<file path="src/rtl/vm_pkg.sv">
// Shared definitions for the Sv32 page-table walker.
// Holds the PTE bit positions, the access-type and fault-code encodings,
// and the walker state enum.
package vm_pkg;

    // PTE bit positions
    localparam int PTE_V       = 0;
    localparam int PTE_R       = 1;
    localparam int PTE_W       = 2;
    localparam int PTE_X       = 3;
    localparam int PTE_U       = 4;
    localparam int PTE_G       = 5;
    localparam int PTE_A       = 6;
    localparam int PTE_D       = 7;
    localparam int PTE_PPN_LSB = 10;
    localparam int PTE_PPN_MSB = 31;

    // Access types; encoding 3 is reserved and behaves as a load
    localparam logic [1:0] ACC_LOAD  = 2'd0;
    localparam logic [1:0] ACC_STORE = 2'd1;
    localparam logic [1:0] ACC_FETCH = 2'd2;

    // Fault codes
    localparam logic [1:0] FAULT_NONE     = 2'd0;
    localparam logic [1:0] FAULT_INVALID  = 2'd1;
    localparam logic [1:0] FAULT_PERM     = 2'd2;
    localparam logic [1:0] FAULT_MISALIGN = 2'd3;

    typedef enum logic [2:0] {
        ST_IDLE,
        ST_RD_REQ,
        ST_RD_WAIT,
        ST_WB_REQ,
        ST_RESP
    } walk_state_t;

endpackage

</file>
<file path="src/rtl/pte_checker.sv">
// Combinational decode and permission check of one Sv32 PTE.
// Ports:
//   pte      in  32  PTE as read from memory
//   access   in  2   access type (load/store/fetch; 3 acts as load)
//   user     in  1   request from user mode
//   level    in  1   walk level the PTE was read at (1 = root)
//   leaf     out 1   PTE is a leaf (R or X set)
//   fault    out 2   fault code, FAULT_NONE when the walk may continue
//   needs_wb out 1   leaf is good but A (or D on store) must be set
//   new_pte  out 32  PTE with A/D bits merged in
module pte_checker
    import vm_pkg::*;
(
    input  logic [31:0] pte,
    input  logic [1:0]  access,
    input  logic        user,
    input  logic        level,
    output logic        leaf,
    output logic [1:0]  fault,
    output logic        needs_wb,
    output logic [31:0] new_pte
);

    logic is_store;
    logic is_fetch;
    logic perm_ok;
    logic user_ok;

    always_comb begin
        is_store = (access == ACC_STORE);
        is_fetch = (access == ACC_FETCH);
        leaf     = pte[PTE_R] | pte[PTE_X];
        perm_ok  = is_store ? pte[PTE_W] : (is_fetch ? pte[PTE_X] : pte[PTE_R]);
        // user pages are reachable only from user mode and vice versa
        user_ok  = (user == pte[PTE_U]);

        fault = FAULT_NONE;
        if (!pte[PTE_V] || (!pte[PTE_R] && pte[PTE_W])) begin
            fault = FAULT_INVALID;
        end else if (!leaf) begin
            // a pointer is only legal at the root level
            if (!level) fault = FAULT_INVALID;
        end else if (level && (pte[PTE_PPN_LSB+9:PTE_PPN_LSB] != 10'd0)) begin
            fault = FAULT_MISALIGN;
        end else if (!perm_ok || !user_ok) begin
            fault = FAULT_PERM;
        end

        new_pte = pte;
        new_pte[PTE_A] = 1'b1;
        if (is_store) new_pte[PTE_D] = 1'b1;

        needs_wb = (fault == FAULT_NONE) && leaf &&
                   (!pte[PTE_A] || (is_store && !pte[PTE_D]));
    end

endmodule

</file>
<file path="src/rtl/sv32_page_walker.sv">
// Sv32 two-level hardware page-table walker.
// Accepts a VPN walk request, reads the root and (if needed) leaf PTE,
// checks the leaf, writes back A/D when required and returns PPN or fault.
// Ports:
//   clk, rst_n                    clock, async active-low reset
//   req_valid/req_ready           walk request handshake
//   req_vpn, req_access, req_user request fields; satp_ppn root table PPN
//   mem_req_valid/mem_req_ready   memory request handshake
//   mem_req_addr/we/wdata         memory request fields (byte address)
//   mem_rsp_valid, mem_rsp_data   read data pulse
//   resp_valid/resp_ready         result handshake
//   resp_ppn, resp_superpage, resp_fault, resp_pte   result fields
//
// state      | meaning
// IDLE       | waiting for a walk request
// RD_REQ     | PTE read request presented to memory
// RD_WAIT    | read accepted, waiting for PTE data
// WB_REQ     | A/D write-back presented to memory
// RESP       | result held until consumed
module sv32_page_walker
    import vm_pkg::*;
#(
    parameter int PA_WIDTH  = 34,
    parameter int PPN_WIDTH = 22
) (
    input  logic                 clk,
    input  logic                 rst_n,
    input  logic                 req_valid,
    output logic                 req_ready,
    input  logic [19:0]          req_vpn,
    input  logic [1:0]           req_access,
    input  logic                 req_user,
    input  logic [PPN_WIDTH-1:0] satp_ppn,
    output logic                 mem_req_valid,
    input  logic                 mem_req_ready,
    output logic [PA_WIDTH-1:0]  mem_req_addr,
    output logic                 mem_req_we,
    output logic [31:0]          mem_req_wdata,
    input  logic                 mem_rsp_valid,
    input  logic [31:0]          mem_rsp_data,
    output logic                 resp_valid,
    input  logic                 resp_ready,
    output logic [PPN_WIDTH-1:0] resp_ppn,
    output logic                 resp_superpage,
    output logic [1:0]           resp_fault,
    output logic [31:0]          resp_pte
);

    walk_state_t state;
    logic [19:0] vpn_q;
    logic [1:0]  access_q;
    logic        user_q;
    logic        level_q;

    logic        chk_leaf;
    logic [1:0]  chk_fault;
    logic        chk_needs_wb;
    logic [31:0] chk_new_pte;

    pte_checker u_pte_checker (
        .pte      (mem_rsp_data),
        .access   (access_q),
        .user     (user_q),
        .level    (level_q),
        .leaf     (chk_leaf),
        .fault    (chk_fault),
        .needs_wb (chk_needs_wb),
        .new_pte  (chk_new_pte)
    );

    always_ff @(posedge clk or negedge rst_n) begin
        if (!rst_n) begin
            state          <= ST_IDLE;
            vpn_q          <= '0;
            access_q       <= '0;
            user_q         <= 1'b0;
            level_q        <= 1'b0;
            req_ready      <= 1'b1;
            mem_req_valid  <= 1'b0;
            mem_req_addr   <= '0;
            mem_req_we     <= 1'b0;
            mem_req_wdata  <= '0;
            resp_valid     <= 1'b0;
            resp_ppn       <= '0;
            resp_superpage <= 1'b0;
            resp_fault     <= FAULT_NONE;
            resp_pte       <= '0;
        end else begin
            case (state)
                ST_IDLE: begin
                    if (req_valid) begin
                        vpn_q         <= req_vpn;
                        access_q      <= req_access;
                        user_q        <= req_user;
                        level_q       <= 1'b1;
                        req_ready     <= 1'b0;
                        // satp only matters for the root address, so it is
                        // folded into the address here instead of being kept
                        mem_req_addr  <= PA_WIDTH'({satp_ppn, req_vpn[19:10], 2'b00});
                        mem_req_we    <= 1'b0;
                        mem_req_valid <= 1'b1;
                        state         <= ST_RD_REQ;
                    end
                end
                ST_RD_REQ: begin
                    if (mem_req_ready) begin
                        mem_req_valid <= 1'b0;
                        state         <= ST_RD_WAIT;
                    end
                end
                ST_RD_WAIT: begin
                    if (mem_rsp_valid) begin
                        resp_pte <= mem_rsp_data;
                        if (chk_fault != FAULT_NONE) begin
                            resp_fault     <= chk_fault;
                            resp_ppn       <= '0;
                            resp_superpage <= 1'b0;
                            resp_valid     <= 1'b1;
                            state          <= ST_RESP;
                        end else if (!chk_leaf) begin
                            level_q       <= 1'b0;
                            mem_req_addr  <= PA_WIDTH'({mem_rsp_data[PTE_PPN_MSB:PTE_PPN_LSB],
                                                        vpn_q[9:0], 2'b00});
                            mem_req_valid <= 1'b1;
                            state         <= ST_RD_REQ;
                        end else begin
                            resp_fault     <= FAULT_NONE;
                            resp_superpage <= level_q;
                            resp_pte       <= chk_new_pte;
                            resp_ppn       <= level_q
                                ? PPN_WIDTH'({mem_rsp_data[PTE_PPN_MSB:PTE_PPN_LSB+10], vpn_q[9:0]})
                                : PPN_WIDTH'(mem_rsp_data[PTE_PPN_MSB:PTE_PPN_LSB]);
                            if (chk_needs_wb) begin
                                // address register still holds this PTE's address
                                mem_req_we    <= 1'b1;
                                mem_req_wdata <= chk_new_pte;
                                mem_req_valid <= 1'b1;
                                state         <= ST_WB_REQ;
                            end else begin
                                resp_valid <= 1'b1;
                                state      <= ST_RESP;
                            end
                        end
                    end
                end
                ST_WB_REQ: begin
                    if (mem_req_ready) begin
                        mem_req_valid <= 1'b0;
                        mem_req_we    <= 1'b0;
                        resp_valid    <= 1'b1;
                        state         <= ST_RESP;
                    end
                end
                ST_RESP: begin
                    if (resp_ready) begin
                        resp_valid <= 1'b0;
                        req_ready  <= 1'b1;
                        state      <= ST_IDLE;
                    end
                end
                default: begin
                    state <= ST_IDLE;
                end
            endcase
        end
    end

endmodule
</file>
<file path="config.mk">
export PLATFORM = sky130hd
export DESIGN_NAME = sv32_page_walker
export DESIGN_NICKNAME = d
export VERILOG_FILES = /design/src/rtl/vm_pkg.sv /design/src/rtl/pte_checker.sv /design/src/rtl/sv32_page_walker.sv
export SDC_FILE = /design/constraint.sdc
export NUM_CORES = 1
export LEC_CHECK = 0
export ABC_AREA = 1
export CAP_MARGIN = 40
export CORE_MARGIN = 10
export CORE_UTILIZATION = 29
export CTS_BUF_LIST = sky130_fd_sc_hd__clkbuf_8 sky130_fd_sc_hd__clkbuf_16
export DETAILED_ROUTE_END_ITERATION = 8
export GPL_TIMING_DRIVEN = 0
export HOLD_SLACK_MARGIN = 0.03
export SLEW_MARGIN = 15
export SYNTH_ARGS = -nofsm -noshare
export SYNTH_HDL_FRONTEND = slang
export SYNTH_SLANG_ARGS = --single-unit
</file>
<file path="constraint.sdc">
create_clock -name clk -period 2.5 [get_ports clk]
set_input_delay 0.75 -clock clk [delete_from_list [all_inputs] [get_ports clk]]
set_output_delay 0.75 -clock clk [all_outputs]
set_load 0.005 [all_outputs]
</file>
Word-level counts from Yosys, hierarchy flattened
Cells that the tools add are included.

Flip-flop bits (word level): 144. Logic and storage cells: 128. Output and inout bits: 127.

Equality and inequality tests: 20. Bitwise logic cells: 2. Muxes and demuxes: 56. Reductions and logical operators: 35.

Operator list (count): two-way mux 34 bit (4); one-hot mux 34 bit (2 select lines) (1); two-way mux 22 bit (2); two-way mux 1 bit (26); two-way mux 3 bit (8); != test 2 bit (second input constant) (9); two-way mux 8 bit (2); one-hot mux 3 bit (5 select lines) (1); AND reduction 5 bit (3); two-way mux 2 bit (6); AND reduction 6 bit (2); two-way mux 10 bit (1); nonzero test 10 bit (1); != test 3 bit (second input constant) (3); one-hot mux 1 bit (3 select lines) (3); nonzero test 3 bit (3); nonzero test 2 bit (4); AND reduction 7 bit (1); equality test 3 x 2 -> 1 bit (second input constant) (2); logical NOT 1 bit (6); AND reduction 3 bit (2); logical AND 1 bit (5); one-hot mux 1 bit (2 select lines) (2); AND reduction 2 bit (2); 12 further kinds (14).

Depth between registers and ports, before layout
Word-level depth: 17. Gate-level depth with buffers: 15. Depth with buffers taken out: 14.

By module
From an unflattened synthesis, not the netlist that was laid out.

Cell total of the unflattened synthesis: 862. Area, all modules: 6917.9 um2.

Modules (own cells, without submodules): sv32_page_walker (instances 1, sequential area each 3554.7 um2, cells an instance 787, area each 6478.7 um2); pte_checker (instances 1, sequential area each 0.0 um2, cells an instance 75, area each 439.2 um2).

Worst setup path after synthesis
Ideal clock, no wire load.

Kind: input-to-reg. From: in mem_rsp_data[13]. To: reg mem_req_addr[10]. Path buffers: 1. Setup slack: 0.478 ns. Stages on the path: 12. Arrival time: 1.905 ns. Cells stage by stage: or2_0 > nor2_1 > nand2_1 > nand3_1 > nand2_1 > inv_2 > nand2_4 > a21oi_2 > nand2_2 > buf_2 > nand2_1 > nand2_1.

Cells in the longest elaborated chain, start to end: 8.

Ends and longest elaborated chain: start, declared (line sv32_page_walker.sv:40) `input logic [31:0] mem_rsp_data,`; nonzero test 10 bit (line pte_checker.sv:43) `end else if (level && (pte[PTE_PPN_LSB+9:PTE_PPN_LSB] != 10'd0)) begin`; logical AND 1 bit (line pte_checker.sv:43); two-way mux 2 bit (line pte_checker.sv:43); two-way mux 2 bit (line pte_checker.sv:40) `end else if (!leaf) begin`; two-way mux 2 bit (line pte_checker.sv:38) `if (!pte[PTE_V] || (!pte[PTE_R] && pte[PTE_W])) begin`; nonzero test 2 bit (line sv32_page_walker.sv:114) `if (chk_fault != FAULT_NONE) begin`; != test 2 bit (no line); AND reduction 5 bit (no line); end signal, assigned (line sv32_page_walker.sv:99) `mem_req_addr <= PA_WIDTH'({satp_ppn, req_vpn[19:10], 2'b00});`; end signal, assigned (line sv32_page_walker.sv:122) `mem_req_addr <= PA_WIDTH'({mem_rsp_data[PTE_PPN_MSB:PTE_PPN_LSB],`; end, declared (line sv32_page_walker.sv:36) `output logic [PA_WIDTH-1:0] mem_req_addr,`.

Every way passes these cells. A chain may end at the register's enable or synchronous reset.

Final worst setup path
From: in mem_rsp_data[3]. To: reg resp_valid.

Cells in the longest elaborated chain, start to end: 13.

Ends and longest elaborated chain: two-way mux 1 bit (2 in a row) (line pte_checker.sv:33) `perm_ok = is_store ? pte[PTE_W] : (is_fetch ? pte[PTE_X] : pte[PTE_R]);`; logical NOT 1 bit (line pte_checker.sv:45) `end else if (!perm_ok || !user_ok) begin`; logical OR 1 bit (line pte_checker.sv:45); two-way mux 2 bit (line pte_checker.sv:45); two-way mux 2 bit (line pte_checker.sv:43); two-way mux 2 bit (line pte_checker.sv:40); two-way mux 2 bit (line pte_checker.sv:38); logical NOT 2 bit (line pte_checker.sv:53) `needs_wb = (fault == FAULT_NONE) && leaf &&`; logical AND 1 bit (2 in a row) (line pte_checker.sv:53); != test 3 bit (no line); AND reduction 6 bit (no line); end signal, assigned (line sv32_page_walker.sv:83) `resp_valid <= 1'b0;`; end signal, assigned (line sv32_page_walker.sv:118) `resp_valid <= 1'b1;`; end signal, assigned (line sv32_page_walker.sv:140) `resp_valid <= 1'b1;`; end, declared (line sv32_page_walker.sv:41) `output logic resp_valid,`.

Several ways; a longest one is shown, not always the timed one. The select of a mux whose other input is x is not followed.

==> qor.txt <==
Slew Limit Headroom: 0.4886
YS warnings: 0
die height: 165.5 µm
leakage power: 4.546 nW
Critical R2R Capture: resp_pte[10]$_DFFE_PN0P_
row count: 53
Initial Util: 0.2929
Worst Setup Path Type: in2reg
Crit-path slowest cell: clkdlybuf4s50_1
FMAX: 422.1 MHz
Fin. Hold Viols: 0
startpoint types: input pin
number of global-route vias before repair: 5726
Die Width: 165.5 µm
Distinct cells, synth: 33
Crit path top cell by count: nand2_1
die area: 0.02739 mm²
global-route wire length before repair: 33.03 mm
Post-Syn Instances: 740
post-synthesis sequential area ratio: 0.5791
Tmin final: 2.369 ns
Logic pwr share: 0.410
Worst Path Required: 2.81 ns
Initial DRC Count: 348
# fillers: 2166
antenna cells: 0
initial antenna violation count: 0
Internal: 7.265 mW
gr ovfl total: 0
total power: 11.02 mW
clock root cell: clkbuf_16
detailed placement HPWL: 16.42 mm
gp weighted congestion: 0.8076
critical path arrival: 2.68 ns
peak supply drop: 0.0004695 V
skew final: 0.01483 ns
1st-pass router iterations: 4
DRC: 0
Total GRT Usage: 0.1574
worst reg2reg startpoint: state[1]$_DFFE_PN0P_
CTS tree: done
Worst Path Max Fanout: 6
WL per Instance: 17.13 µm
Crit path largest cell delay: 0.53 ns
H-Tree Depth: 4
switching fraction of total power: 0.3407
Register-to-Register Setup Slack: 0.48 ns
Hold Slack: 0.2762 ns
Hold Path Class: in2async
commonest non-fill, non-tap cell in the layout: nand2_1
Clock power frac: 0.241
#FFs+latches synth: 142
Seq pwr share: 0.349
status: completed
crit-path cells: clkdlybuf4s50_1 > nor2_4 > inv_2 > nand3_1 > nand2_1 > inv_2 > nand4_1 > inv_1 > nand2_1 > nand3_1 > nand2_1
Final Max Tran Viols: 0
Layout area overhead: 51.14%
clk_lat worst skew: 0.43 ns
CTS Buf Count: 17
Max clock buf depth: 2
switching power: 3.753 mW
final WL: 21.55 mm
antenna-violating nets left: 0
Buffers on Ports: 207
Worst-path clk slew: 0.06 ns
Final nets: 1053
max_cap viols: 0
clock sinks: 142
I/O pin count: 210
pre-CTS WS: -0.5067 ns
Mapped Area: 0.006138 mm²
setup_tns: 0 ns
core area: 0.02096 mm²
setup violators final: 0
Syn Area/Cell: 8.295 µm²
DR vias/cell: 4.445
Worst Setup End Kind: register
share of cells above drive strength 1: 0.07833
fin area: 0.009278 mm²
worst setup margin: 0.1312 ns
Slew @ Worst Pin: 0.7671 ns
Period Utilization, post-route: 0.9475
most frequent cells in the layout: nand2_1 (363), clkdlybuf4s50_1 (195), dfrtp_1 (141)
post-placement cell area: 0.008591 mm²
cts hold-fix bufs: 0
PwrDens: 1188 mW/mm²
worst reg2reg path depth: 10
vias: 5592
largest net degree at the start of global routing: 77
-- worst max-delay path by stage --
| stage | end | startpoint | cells after the start |
|---|---|---|---|
| 2_1_floorplan | mem_req_addr[10]$_DFFE_PN0P_ | mem_rsp_data[13] | 12 |
| 3_3_place_gp | mem_req_addr[14]$_DFFE_PN0P_ | rst_n | 1 |
| 3_5_place_dp | mem_req_addr[25]$_DFFE_PN0P_ | mem_rsp_data[12] | 13 |
| 4_1_cts | mem_req_wdata[20]$_DFFE_PN0P_ | mem_rsp_data[16] | 10 |
| 5_1_grt | mem_req_addr[24]$_DFFE_PN0P_ | mem_rsp_data[3] | 12 |
| 6_report | resp_valid$_DFFE_PN0P_ | mem_rsp_data[3] | 11 |
-- sequential cells by signal, summed over array words and instances (netlist names), 2 cells and up --
name / flops
mem_req_wdata: 32
vpn_q: 10
mem_req_addr: 32
resp_fault: 2
access_q: 2
resp_pte: 32
state: 3
resp_ppn: 22
-- layer usage --
metal,vias up,wire (µm),track usage
met2,205,9375,0.2391
met4,0,181,0.03791
li1,2760,-,-
met1,2613,9679,0.2018
met5,-,0,0
met3,14,2316,0.06842
-- power by group through the flow --
stage	Combinational, mW	Sequential, mW	Clock, mW
after floorplan	1.86	3.89	0
after global placement	4.53	3.86	0
after detailed placement	4.58	3.87	0
after CTS	4.60	3.86	2.72
after global routing	5.09	3.98	2.82
final	4.52	3.84	2.66
-- area by class of cell --
type	instances	area, µm²	share of cell area
tap	275	344.1	0.03709
inverter	49	183.9	0.01982
multi-input combinational	515	2240	0.2414
timing repair buffer	210	2136	0.2302
clock buffer	19	452.9	0.04882
sequential	142	3555	0.3831
buffer	35	206.4	0.02225
clock inverter	13	160.2	0.01726
-- synthesized netlist by cell type --
cell type	number	area share
a22oi_1	1	0.0012
nand2_4	1	0.0018
nand2_1	363	0.22
dfrtp_1	141	0.57
o21ai_4	1	0.0027
buf_6	3	0.0055
nor2_4	2	0.0037
clkbuf_1	14	0.0086
inv_2	5	0.0031
buf_4	5	0.0061
nor2_2	2	0.0020
nand3_2	2	0.0033
nand4_1	2	0.0020
buf_2	13	0.011
o2111ai_1	1	0.0014
xor2_1	1	0.0014
a22o_1	1	0.0014
a31oi_1	1	0.0010
mux2i_1	10	0.016
o21ai_0	75	0.061
and3_1	1	0.0010
nand2_2	2	0.0020
or2_0	1	0.0010
a21oi_2	1	0.0014
or2_2	1	0.0010
dfstp_2	1	0.0043
inv_1	44	0.027
and2_0	1	0.0010
nand3_1	7	0.0057
o21ai_1	10	0.0082
a21oi_1	4	0.0033
nor2_1	22	0.013
conb_1	1	0.00061
-- kinds of logic (layout without fill, tap and decap cells) --
| family | count (synthesis) | after routing | share of synthesized area |
|---|---|---|---|
| compound gates | 95 | 95 | 0.08174 |
| buf+inv | 84 | 326 | 0.06074 |
| mux | 10 | 10 | 0.01631 |
| xor+xnor | 1 | 1 | 0.001427 |
| other cells | 1 | 2 | 0.0006109 |
| flops | 142 | 142 | 0.5791 |
| simple gates | 407 | 407 | 0.2601 |
-- per-stage QoR --
stage,util,cells
after global routing,0.4427,1258
after floorplan,-,741
after CTS,0.4393,1256
after global placement,0.4084,1223
after detailed placement,0.4100,1224
final,0.4427,1258
-- worst max-delay path: cells and delay by family --
family,cells,cell delay [ns]
AND/OR/NAND/NOR,7,0.92
buffers and inverters,4,1.00
-- repair_timing --
action,4_1_cts,5_1_grt
hold endpoints to repair,0,0
gates resized for setup,4,25
buffers inserted,0,2
endpoints found under the setup margin,65,87
pin swaps,0,1
Note: power is estimated with default switching activity, not from simulation.
